`config.mk`:
```
export PLATFORM = sky130hd
export DESIGN_NAME = mem_bus_ctrl
export DESIGN_NICKNAME = d
export VERILOG_FILES = /design/src/rtl/mem_bus_ctrl.sv
export SDC_FILE = /design/constraint.sdc
export NUM_CORES = 1
export LEC_CHECK = 0
export ABC_CLOCK_PERIOD_IN_PS = 1300
export CAP_MARGIN = 20
export CORE_MARGIN = 1
export CORE_UTILIZATION = 25
export CTS_CLUSTER_SIZE = 30
export DETAILED_ROUTE_END_ITERATION = 16
export REMOVE_ABC_BUFFERS = 1
export SKIP_LAST_GASP = 1
export SYNTH_ARGS = -nofsm -noshare
export SYNTH_HDL_FRONTEND = slang
export SYNTH_SLANG_ARGS = --single-unit
```
`constraint.sdc`:
```
create_clock -name clk -period 1.3 [get_ports clk]
set_input_delay 0.325 -clock clk [delete_from_list [all_inputs] [get_ports clk]]
set_output_delay 0.325 -clock clk [all_outputs]
set_load 0.01 [all_outputs]
```
`src/rtl/mem_bus_ctrl.sv`:
```
// Memory bus M-cycle sequencer: each accepted request runs T0..T3 with rd/wr strobes in T1-T2,
// optional T2 wait states bounded by WAIT_MAX, and a one-cycle completion pulse in T3.
module mem_bus_ctrl #(
  parameter int ADDR_SIZE = 16,
  parameter int DATA_SIZE = 8,
  parameter int WAIT_MAX  = 8
) (
  input  logic                 clk,
  input  logic                 rst,
  input  logic                 req_valid,
  input  logic                 req_wr,
  input  logic                 req_fetch,
  input  logic [ADDR_SIZE-1:0] req_addr,
  input  logic [DATA_SIZE-1:0] req_wdata,
  output logic                 req_ready,
  output logic                 rsp_valid,
  output logic [DATA_SIZE-1:0] rsp_rdata,
  output logic                 bus_err,
  output logic [ADDR_SIZE-1:0] addr_bus,
  output logic [DATA_SIZE-1:0] data_out,
  input  logic [DATA_SIZE-1:0] data_in,
  output logic                 rd,
  output logic                 wr,
  input  logic                 mem_wait,
  output logic [1:0]           t_cycle,
  output logic                 m1t1
);

  localparam int CNT_W = $clog2(WAIT_MAX + 1);

  typedef enum logic [2:0] {IDLE, T0, T1, T2, T3} state_t;

  state_t               state_q, state_d;
  logic [ADDR_SIZE-1:0] addr_q, addr_d;
  logic [DATA_SIZE-1:0] dout_q, dout_d;
  logic [DATA_SIZE-1:0] rdata_q, rdata_d;
  logic                 wr_q, wr_d;
  logic                 fetch_q, fetch_d;
  logic                 err_q, err_d;
  logic [CNT_W-1:0]     cnt_q, cnt_d;
  logic [CNT_W-1:0]     cnt_inc;
  logic                 accept;

  always_ff @(posedge clk or posedge rst) begin
    if (rst) begin
      state_q <= IDLE;
      addr_q  <= '0;
      dout_q  <= '0;
      rdata_q <= '0;
      wr_q    <= 1'b0;
      fetch_q <= 1'b0;
      err_q   <= 1'b0;
      cnt_q   <= '0;
    end else begin
      state_q <= state_d;
      addr_q  <= addr_d;
      dout_q  <= dout_d;
      rdata_q <= rdata_d;
      wr_q    <= wr_d;
      fetch_q <= fetch_d;
      err_q   <= err_d;
      cnt_q   <= cnt_d;
    end
  end

  always_comb begin
    state_d   = state_q;
    addr_d    = addr_q;
    dout_d    = dout_q;
    rdata_d   = rdata_q;
    wr_d      = wr_q;
    fetch_d   = fetch_q;
    err_d     = err_q;
    cnt_d     = cnt_q;
    cnt_inc   = cnt_q + 1'b1;
    req_ready = (state_q == IDLE) || (state_q == T3);
    accept    = req_valid && req_ready;

    case (state_q)
      IDLE, T3: begin
        err_d   = 1'b0;
        state_d = IDLE;
        if (accept) begin
          state_d = T0;
          addr_d  = req_addr;
          wr_d    = req_wr;
          // A fetch flag on a write is meaningless; treat it as a plain write.
          fetch_d = req_fetch && !req_wr;
          cnt_d   = '0;
          if (req_wr) dout_d = req_wdata;
        end
      end
      T0: state_d = T1;
      T1: state_d = T2;
      T2: begin
        if (mem_wait) begin
          if (cnt_inc == CNT_W'(WAIT_MAX)) begin
            state_d = T3;
            err_d   = 1'b1;
            if (!wr_q) rdata_d = '1;
          end else begin
            cnt_d = cnt_inc;
          end
        end else begin
          state_d = T3;
          if (!wr_q) rdata_d = data_in;
        end
      end
      default: state_d = IDLE;
    endcase
  end

  always_comb begin
    case (state_q)
      T1:      t_cycle = 2'd1;
      T2:      t_cycle = 2'd2;
      T3:      t_cycle = 2'd3;
      default: t_cycle = 2'd0;
    endcase
  end

  assign rd        = ((state_q == T1) || (state_q == T2)) && !wr_q;
  assign wr        = ((state_q == T1) || (state_q == T2)) && wr_q;
  assign m1t1      = (state_q == T0) && fetch_q;
  assign rsp_valid = (state_q == T3);
  assign bus_err   = (state_q == T3) && err_q;
  assign addr_bus  = addr_q;
  assign data_out  = dout_q;
  assign rsp_rdata = rdata_q;

endmodule
```
==> reports/metrics.sh <==
RUN_STATUS='complete, but fails checks'
VIOLATIONS='setup timing'
SYNTHDOMINANTAREACELLTYPE='dfrtp_1'
ANTENNA-DIODE-COUNT=0
SYNTH.FF_LATCH_COUNT=42
NNETSFINAL=286
IO-PIN-COUNT=78
DETAIL_ROUTE.DRC_VIOLATIONS=0
GRT_MAX_DEGREE=43
CTS-HTREE-LEVELS=2
GLOBAL_ROUTE.OVERFLOW_TOTAL=0
WORST_R2R_STARTPOINT='state_q[2]'
GRT_ANTENNA_BEFORE_REPAIR=0
CRITPATHCAPTURETYPE='output pin'
CRITICAL-PATH-TOP-DELAY-FAMILY='flip-flops'
CP_CELL_SEQUENCE='or2b_1, a21oi_2, buf_2'
CRITICAL_PATH.SLOWEST_CELL='dfrtp_1'
POWER.IR.VDD_WORST_mV=0.9623
FINAL_MIN_PERIOD_OVER_CLOCK_PERIOD_PCT=122.8
DIE-AREA_SQ_MM=0.007397
GRT_SETUP_UNREPAIRED='yes'
GRT_PASS1_WL_MM=7.445
CTS_TREE='built'
SYN_AVG_CELL_AREA_SQ_UM=13.57
PLACEABLECOREAREA_SQ_MM=0.006794
WORST_SETUP_PATH_START_KIND='flip-flop'
DIE-HEIGHT_MICRONS=86.01
TIGHTEST_SLEW_PS=383.6
CTS-BUFFERS-INSERTED=5
DRT_INITIAL_VIOLATIONS=35
SYN_AREA_SQ_MM=0.001764
SYNTHTOPCELLSBYAREA='dfrtp_1 60%, mux2_2 9.6%, mux2_1 5.7%'
SYNTH_CELL_TYPES=31
FINAL.MIN_CLOCK_PERIOD_PS=1596
NUMPLACEDINSTANCES=315
YOSYSWARNINGCOUNT=0
CLOCK_SINK_TOTAL=42
TIMING.FINAL.MAX_SLEW_VIOLATIONS=0
CHIPWIDTH_MICRONS=86.01
HOLD_VIOL_FINAL=0
START_UTIL_PCT=25.97
TIMING.MAX_SLEW.REL_SLACK_PCT=74.34
PLACEMENT.IO_BUFFERS=77
CLOCK-SKEW-FINAL_PS=9.604
VIA_COUNT=1474
GP_CONGESTION=0.7062
CTS.ROOT.BUFFER_CELL='clkbuf_8'
YOSYSSEQAREASHARE_PCT=59.57
DETAIL_PLACEMENT_HPWL_MM=2.870
MAX_FREQ_MHz=626.6
DETAIL-ROUTE-ANTENNA-NETS=0
GRT.TOTAL_USAGE_PCT=12.76
TOT_PWR_mW=6.808
DRT-VIAS-PER-INSTANCE=4.285
POSTROUTEWIRELENGTH_MM=4.471
TIMING.SETUP.CRITICAL_PATH_CLASS='flip-flop to output pin'
CP_MAX_FO=4
REQUIRED_PS=980
DRT-WIRELENGTH-PER-CELL_MICRONS=13.00
WORST-R2R-SETUP-SLACK_PS=-270
FIRST_GLOBAL_VIAS=1564
NETLIST.AREA_LEADER.SHARE_PCT=59.57
FINAL_CELL_COUNT_NO_FILL=344
LAYOUT-DRIVE-GT1-SHARE_PCT=38.31
RR_WORST_DEPTH=5
CRIT_PATH_MAX_INCR_DELAY_PS=430
DRT_PASS1_ITERATIONS=4
AREA_GROWTH_SYN_TO_LAYOUT_PCT=81.56
FLOORPLAN.ROWS=30
SETUP_SLACK_PS=-296.0
HOLD_CLASS='input port to asynchronous set/reset pin'
POWER.LEAKAGE_nW=1.401
P_PER_AREA_mW_PER_MM2=2125
CAP_VIOLATIONS=0
RR_ENDPOINT='rsp_rdata[7]'
COUNT_OF_MAPPED_CELLS_OUT_OF_SYNTHESIS=130
CTS.REPORTEDPATHS.CLKPINSLEW_PS=90
CLOCK_PATH_BUFFERS=2
CLK-INSERTION-DELAY-LATE_PS=290
CRITICAL_PATH_BUF_INV_COUNT=1
CRIT_ARRIVAL_PS=1270
FINAL_SETUP_VIOLATION_COUNT=48
through the flow:
stage	TNS [ps]	area (sq um)	worst slack (ps)	hold slack, ps	utilization, %
after detailed placement	-13920	2790	-459.6	468.6	41.07
after floorplan	-8212	1734	-328.8	409.5	-
after CTS	-7218	3082	-316.4	374.7	45.36
after global routing	-12310	3203	-387.9	393.4	47.15
final	-9031	3203	-296.0	370.8	47.15
after global placement	-13880	2790	-425.6	466.0	41.07
layer usage:
| layer | share of wire [%] | track usage, % |
|---|---|---|
| met5 | 0 | 0 |
| met4 | 0.36 | 3.182 |
| met3 | 6.4 | 4.427 |
| met2 | 49 | 20.63 |
| met1 | 44 | 16.32 |
tightest hold or removal path: stages:
cell	delay, ps
clkdlybuf4s50_1	410
inv_2	70
buf_12	230
Yosys cell counts (all sizes together):
cell type / instances
or2b: 1
nand3b: 1
o21ai: 7
nand2: 7
and3b: 1
nor2: 4
o22a: 8
a21oi: 4
and3: 2
inv: 4
mux2: 24
buf: 5
dfrtp: 42
nand4b: 1
nor3: 1
nand2b: 3
mux2i: 2
and2b: 1
o211ai: 2
a21boi: 2
or3: 2
a31o: 1
ha: 1
o31a: 1
a211oi: 2
a21o: 1
what timing repair did:
action                                  4_1_cts  5_1_grt
resized for setup                           106       31
buffers inserted                              9       10
gates cloned                                  4        0
endpoints found under the setup margin       78       71
hold buffers                                  0        0
pin swaps                                    12        8
kinds of logic after synthesis:
logic type	count (synthesis)	synth area share, %
compound gates	28	12.13
buf+inv	9	2.552
mux	26	16.45
simple gates	24	8.582
flops	42	59.57
fa+ha+maj	1	0.7091
where the power goes:
| group | switching, mW | internal [mW] |
|---|---|---|
| clock | 0.444 | 0.379 |
| sequential | 0.374 | 1.92 |
| combinational | 1.42 | 2.27 |
how the worst max path moves through the flow:
stage                        endpoint  depth (start not counted)  slack (ps)        from
after CTS                  t_cycle[0]                          3        -320  state_q[1]
after floorplan           addr_bus[6]                          3        -330  state_q[0]
final                      t_cycle[0]                          3        -300  state_q[2]
after detailed placement   t_cycle[0]                          3        -460  state_q[1]
after global placement     t_cycle[0]                          3        -430  state_q[1]
after global routing       t_cycle[0]                          3        -390  state_q[2]
final cells by class:
cell class | instances | area (sq um)
fill | 624 | 3591
timing repair buffer | 114 | 1150
sequential | 42 | 1052
multi-input combinational | 80 | 779.5
tap | 96 | 120.1
clock buffer | 6 | 72.57
inverter | 4 | 15.01
clock inverter | 2 | 13.76
state kept, by name, summed over array words and instances, names as in the netlist:
signal and flops:
state_q 3, data_out 8, err_q 1, cnt_q 4, addr_bus 16, rsp_rdata 8, wr_q 1, fetch_q 1
layout by cell type, fill, tap and decap left out, drive strengths merged, types with 3 or more instances in the layout:
cell type and count:
and3 3, mux2 24, nor2 4, inv 4, clkbuf 6, clkdlybuf4s15 30, buf 45, dfrtp 42
a21oi 4, o22a 8, clkdlybuf4s50 37, nand2b 3, nand2 7, o21ai 7
(Power assumes the default switching activity.)
